--- src/rtl/keypad_scanner.sv ---
// 3x3 matrix keypad scanner: column rotation, single-key resolution per scan,
// press/release debounce and a one-clock key strobe. KEY_REPEAT_EN adds auto-repeat while held.
module keypad_scanner #(
  parameter int SCAN_DIV       = 500,
  parameter int DEBOUNCE_SCANS = 4,
  parameter int REPEAT_SCANS   = 50
) (
  input  logic       clock_in,
  input  logic       reset_in,
  input  logic [2:0] linha_in,
  output logic [2:0] coluna_out,
  output logic [3:0] tecla_out,
  output logic       valida_out
);

  localparam int DW   = (SCAN_DIV > 1) ? $clog2(SCAN_DIV) : 1;
  localparam int SMAX = (DEBOUNCE_SCANS > REPEAT_SCANS) ? DEBOUNCE_SCANS : REPEAT_SCANS;
  localparam int CW   = $clog2(SMAX + 1);

  typedef enum logic [1:0] {IDLE, CONFIRM, HELD, RELEASE} state_t;

  logic [DW-1:0] div_cnt;
  logic [1:0]    acc_n, base_n, samp_n;
  logic [3:0]    acc_code, base_code, samp_code;
  logic [1:0]    col_idx;
  logic          scan_end;
  logic [3:0]    raw;

  state_t        state, state_n;
  logic [3:0]    cand, cand_n, tecla_n;
  logic [CW-1:0] cnt, cnt_n, cnt_inc;
  logic          valida_n;
`ifdef KEY_REPEAT_EN
  logic [CW-1:0] rpt_cnt, rpt_n, rpt_inc;
`endif

  // Fold this column's rows into the running per-scan tally; column 0 starts a fresh scan.
  always_comb begin
    col_idx   = coluna_out[2] ? 2'd2 : (coluna_out[1] ? 2'd1 : 2'd0);
    base_n    = coluna_out[0] ? 2'd0 : acc_n;
    base_code = coluna_out[0] ? 4'd0 : acc_code;
    samp_n    = base_n;
    samp_code = base_code;
    for (int r = 0; r < 3; r++) begin
      if (linha_in[r]) begin
        if (samp_n != 2'd2) samp_n = samp_n + 2'd1;
        samp_code = 4'(r * 3) + {2'b00, col_idx} + 4'd1;
      end
    end
  end

  always_ff @(posedge clock_in) begin
    if (reset_in) begin
      coluna_out <= 3'b001;
      div_cnt    <= '0;
      acc_n      <= '0;
      acc_code   <= '0;
      scan_end   <= 1'b0;
    end else begin
      scan_end <= 1'b0;
      if (div_cnt == DW'(SCAN_DIV - 1)) begin
        div_cnt    <= '0;
        coluna_out <= {coluna_out[1:0], coluna_out[2]};
        acc_n      <= samp_n;
        acc_code   <= samp_code;
        scan_end   <= coluna_out[2];
      end else begin
        div_cnt <= div_cnt + 1'b1;
      end
    end
  end

  // Multi-key or ghosted scans collapse to "no key".
  assign raw     = (acc_n == 2'd1) ? acc_code : 4'd0;
  assign cnt_inc = (cnt == CW'(SMAX)) ? cnt : cnt + 1'b1;
`ifdef KEY_REPEAT_EN
  assign rpt_inc = (rpt_cnt == CW'(SMAX)) ? rpt_cnt : rpt_cnt + 1'b1;
`endif

  always_comb begin
    state_n  = state;
    cand_n   = cand;
    cnt_n    = cnt;
    tecla_n  = tecla_out;
    valida_n = 1'b0;
`ifdef KEY_REPEAT_EN
    rpt_n    = rpt_cnt;
`endif
    if (scan_end) begin
      case (state)
        IDLE: if (raw != 4'd0) begin
          cand_n = raw;
          if (DEBOUNCE_SCANS <= 1) begin
            tecla_n  = raw;
            valida_n = 1'b1;
            cnt_n    = '0;
            state_n  = HELD;
`ifdef KEY_REPEAT_EN
            rpt_n    = '0;
`endif
          end else begin
            cnt_n   = CW'(1);
            state_n = CONFIRM;
          end
        end
        CONFIRM: begin
          if (raw == 4'd0) begin
            cnt_n   = '0;
            state_n = IDLE;
          end else if (raw == cand) begin
            if (cnt_inc >= CW'(DEBOUNCE_SCANS)) begin
              tecla_n  = cand;
              valida_n = 1'b1;
              cnt_n    = '0;
              state_n  = HELD;
`ifdef KEY_REPEAT_EN
              rpt_n    = '0;
`endif
            end else begin
              cnt_n = cnt_inc;
            end
          end else begin
            cand_n = raw;
            cnt_n  = CW'(1);
          end
        end
        HELD: begin
          if (raw == 4'd0) begin
            cnt_n   = CW'(1);
            state_n = (DEBOUNCE_SCANS <= 1) ? IDLE : RELEASE;
`ifdef KEY_REPEAT_EN
            rpt_n   = '0;
          end else if (raw == cand) begin
            if (rpt_inc >= CW'(REPEAT_SCANS)) begin
              valida_n = 1'b1;
              rpt_n    = '0;
            end else begin
              rpt_n = rpt_inc;
            end
`endif
          end
        end
        RELEASE: begin
          if (raw != 4'd0) begin
            cnt_n   = '0;
            state_n = HELD;
`ifdef KEY_REPEAT_EN
            rpt_n   = '0;
`endif
          end else if (cnt_inc >= CW'(DEBOUNCE_SCANS)) begin
            cnt_n   = '0;
            state_n = IDLE;
          end else begin
            cnt_n = cnt_inc;
          end
        end
        default: state_n = IDLE;
      endcase
    end
  end

  always_ff @(posedge clock_in) begin
    if (reset_in) begin
      state      <= IDLE;
      cand       <= '0;
      cnt        <= '0;
      tecla_out  <= '0;
      valida_out <= 1'b0;
`ifdef KEY_REPEAT_EN
      rpt_cnt    <= '0;
`endif
    end else begin
      state      <= state_n;
      cand       <= cand_n;
      cnt        <= cnt_n;
      tecla_out  <= tecla_n;
      valida_out <= valida_n;
`ifdef KEY_REPEAT_EN
      rpt_cnt    <= rpt_n;
`endif
    end
  end

endmodule

--- config.mk ---
export PLATFORM = sky130hd
export DESIGN_NAME = keypad_scanner
export DESIGN_NICKNAME = d
export VERILOG_FILES = /design/src/rtl/keypad_scanner.sv
export SDC_FILE = /design/constraint.sdc
export NUM_CORES = 1
export LEC_CHECK = 0
export ABC_CLOCK_PERIOD_IN_PS = 2700
export CORE_AREA = 2 2 60 62
export CTS_CLUSTER_SIZE = 10
export DETAILED_ROUTE_END_ITERATION = 8
export DIE_AREA = 0 0 62 64
export PLACE_DENSITY = 0.87
export SLEW_MARGIN = 10
export SYNTH_ARGS = -nofsm -noshare
export SYNTH_HDL_FRONTEND = slang
export SYNTH_SLANG_ARGS = --single-unit
--- constraint.sdc ---
create_clock -name clock_in -period 2.7 [get_ports clock_in]
set_clock_uncertainty 0.05 [all_clocks]
set_input_delay 0.54 -clock clock_in [delete_from_list [all_inputs] [get_ports clock_in]]
set_output_delay 0.54 -clock clock_in [all_outputs]
set_load 0.02 [all_outputs]
==> impl_metrics.toml <==
[finish]
syn2layout_area_growth_pct = 12.58
final_cell_mix = "36 x dfxtp_1, 29 x nor2_1, 17 x nand2b_1"
multi_input_area_um2 = 1089
nFillCells = 304
antenna_cells = 0
regArea_um2 = 720.7
final_common_cell = "dfxtp_1"
layout-drive-gt1-share_pct = 9.821
fin_cells = 270
nets = 235

[power]
p_int_uw = 700.8
p_total_uw = 896.7
power_frac_seq_pct = 60.0
comb_power_share_pct = 4.5
p_clk_share_pct = 35.5
swShare_pct = 21.84
switching_power_uw = 195.8
ir_drop_v = 0.0002820
powerDensity_nw_per_um2 = 428.4
p_leak_uw = 0.0007064

[sta]
slew_headroom_pct = 65.88
timing.final.max_slew_violations = 0
setup_viol = 0
fin_hold_ws_ps = 423.8
finalHoldViolCount = 0
rsz0062_at_grt = "false"
worst_slack_ps = 299.0
max_freq_mhz = 416.5
fin_setup_tns_ps = 0
finalCritPeriodShare_pct = 88.92
min_period_ps = 2401
worst_pin_slew_ps = 507.1

[placed_design]
io_buffers = 12
place.gp.congestion = 0.7617
hpwlAfterDp_mm = 2.440
placed_cells = 263
pre_cts_ws_ps = 4.567

[route]
drt_wl_total_mm = 3.313
ant_nets = 0
firstDrtPassIters = 4
drt_iter0_drc = 45
vias = 1465
drc_errors = 0
routedWlPerCell_um = 12.27
via_per_inst = 5.426

[floorplanning]
initial_core_util_pct = 56.61
die_area_um2 = 3968
die_h_um = 64
die_w_um = 62
pin_count = 13
core_area_um2 = 3284
row_count = 21

[cts]
clockBufferDepth = 2
post_cts_buffers = 0
cts_resized = 0
cts-root-buf = "clkbuf_4"
clk_pin_slew_ps = 100
cts_htree_levels = 2
cts_tree = "built"
cts_buffers = 5
postCtsHoldBufs = 0
cts.sinks = 36
clock_latency_ps = 340

[run_status]
status = "finished, final reports clean"

[critical_path]
cpMostUsedCell = "ha_1"
arrival_ps = 2570
crit_path_top_delay_cell = "dfxtp_1"
cp-end-kind = "register"
worstPathMaxFanout = 5
cp.required_ps = 2870
start_kind = "register"
critical_path_class = "reg -> reg"
cp_cell_sequence = "or2b_1 -> ha_1 -> and2_1 -> nor2_1 -> ha_1 -> nand2b_1 -> o31ai_1 -> ha_1 -> nand2_1 -> o211ai_1 -> o21ai_0 -> nor2_1"
slowest_delay_ps = 400

[synthesis]
async_flop_share_pct = 0
synth_area_um2 = 1859
syn_inst = 209
synth_enable_flop_cells = 0
ys_ff_latch = 36
yosysUniqueCellTypes = 49
syn_avg_cell_area_um2 = 8.896
synth-seq-area-share_pct = 38.76
ys_warn_count = 0
synth_nets = 220
ys.flop_type = "dfxtp_1"

[grt]
overflow = 0
groute.usage.overall_pct = 18.75
first_global_vias = 1366
antenna_found_initial = 0
grt_pass1_wl_mm = 5.678
grt_max_degree = 17

[min_path]
min_path_type = "reg -> reg"

[job]
drv_cap = 0
-- cell families (layout without fill, tap and decap cells) --
logic type | count (synthesis) | in the layout | share of synthesized area, %
buf+inv | 11 | 26 | 2.691
fa+ha+maj | 6 | 6 | 4.038
mux | 12 | 12 | 6.461
compound gates | 34 | 34 | 13.32
xor+xnor | 10 | 10 | 4.710
flops | 36 | 36 | 38.76
simple gates | 100 | 100 | 30.01
-- stage by stage --
| stage | instance area [µm²] | util [%] |
|---|---|---|
| after floorplan | 1859 | - |
| after global placement | 2028 | 61.75 |
| after detailed placement | 2028 | 61.75 |
| after CTS | 2093 | 63.73 |
| after global routing | 2093 | 63.73 |
| final | 2093 | 63.73 |
-- cell type report --
cell class	count	share of cell area [%]
Clock buffer	7	3.108
Timing Repair Buffer	16	7.173
Tap cell	46	2.750
Sequential cell	36	34.43
Inverter	3	0.5380
Multi-Input combinational cell	162	52.00
-- state kept, by name, summed over array words and instances (netlist names), named ones only --
signal      cells
div_cnt         9
cnt             6
acc_code        4
cand            4
tecla_out       4
coluna_out      3
acc_n           2
scan_end        1
state           1
valida_out      1
-- power by group through the flow --
stage / combinational [µW] / sequential (µW) / clock, µW
finish: 40.2 / 538 / 318
CTS: 40.3 / 538 / 331
floorplan: 26.3 / 550 / 0
global route: 46.4 / 539 / 351
global placement: 39.1 / 550 / 0
detailed placement: 40.1 / 550 / 0
-- synth_stat cells, types with 2 or more instances --
cell type | n | area share, %
nor3_1 | 3 | 0.81
mux2i_1 | 12 | 6.5
nor2_1 | 29 | 5.9
nor2b_1 | 3 | 1.0
o21ai_0 | 7 | 1.9
inv_1 | 3 | 0.61
clkbuf_1 | 6 | 1.2
nor3b_1 | 2 | 0.81
a211oi_1 | 2 | 0.81
xor2_1 | 6 | 2.8
nand3_1 | 7 | 1.9
or3b_2 | 4 | 1.9
xnor2_1 | 4 | 1.9
or3_1 | 2 | 0.67
o211ai_1 | 2 | 0.81
dfxtp_1 | 36 | 39
ha_1 | 6 | 4.0
o31ai_1 | 2 | 0.81
nand2_1 | 12 | 2.4
and2_1 | 6 | 2.0
a21oi_1 | 6 | 1.6
or2_2 | 3 | 1.0
and3b_1 | 2 | 0.94
nand2b_1 | 17 | 5.7
o21a_1 | 3 | 1.2
-- critical path: cells and delay by family, from the launching register on --
kind | cells | cell delay (ps)
adders and majority gates | 3 | 790
DFF | 1 | 400
AOI/OAI and AO/OA | 3 | 250
and+or+nand+nor | 6 | 770
-- per-layer routing --
| metal | part of all wire [%] | track usage (%) | vias to the layer above |
|---|---|---|---|
| met5 | 0 | 0 | - |
| met4 | 0.75 | 7.181 | 0 |
| li1 | - | - | 765 |
| met2 | 49 | 31.25 | 17 |
| met1 | 47 | 22.66 | 681 |
| met3 | 2.8 | 4.251 | 2 |
-- worst paths after layout --
check	startpoint	to	slack, ps	cells after the start
setup / recovery	acc_n[1]	acc_n[1]	300	12
hold / removal	div_cnt[0]	div_cnt[0]	420	1
setup reg to reg	acc_n[1]	acc_n[1]	300	12
hold reg to reg	div_cnt[0]	div_cnt[0]	420	1
Power figures use the tool's default switching activity.
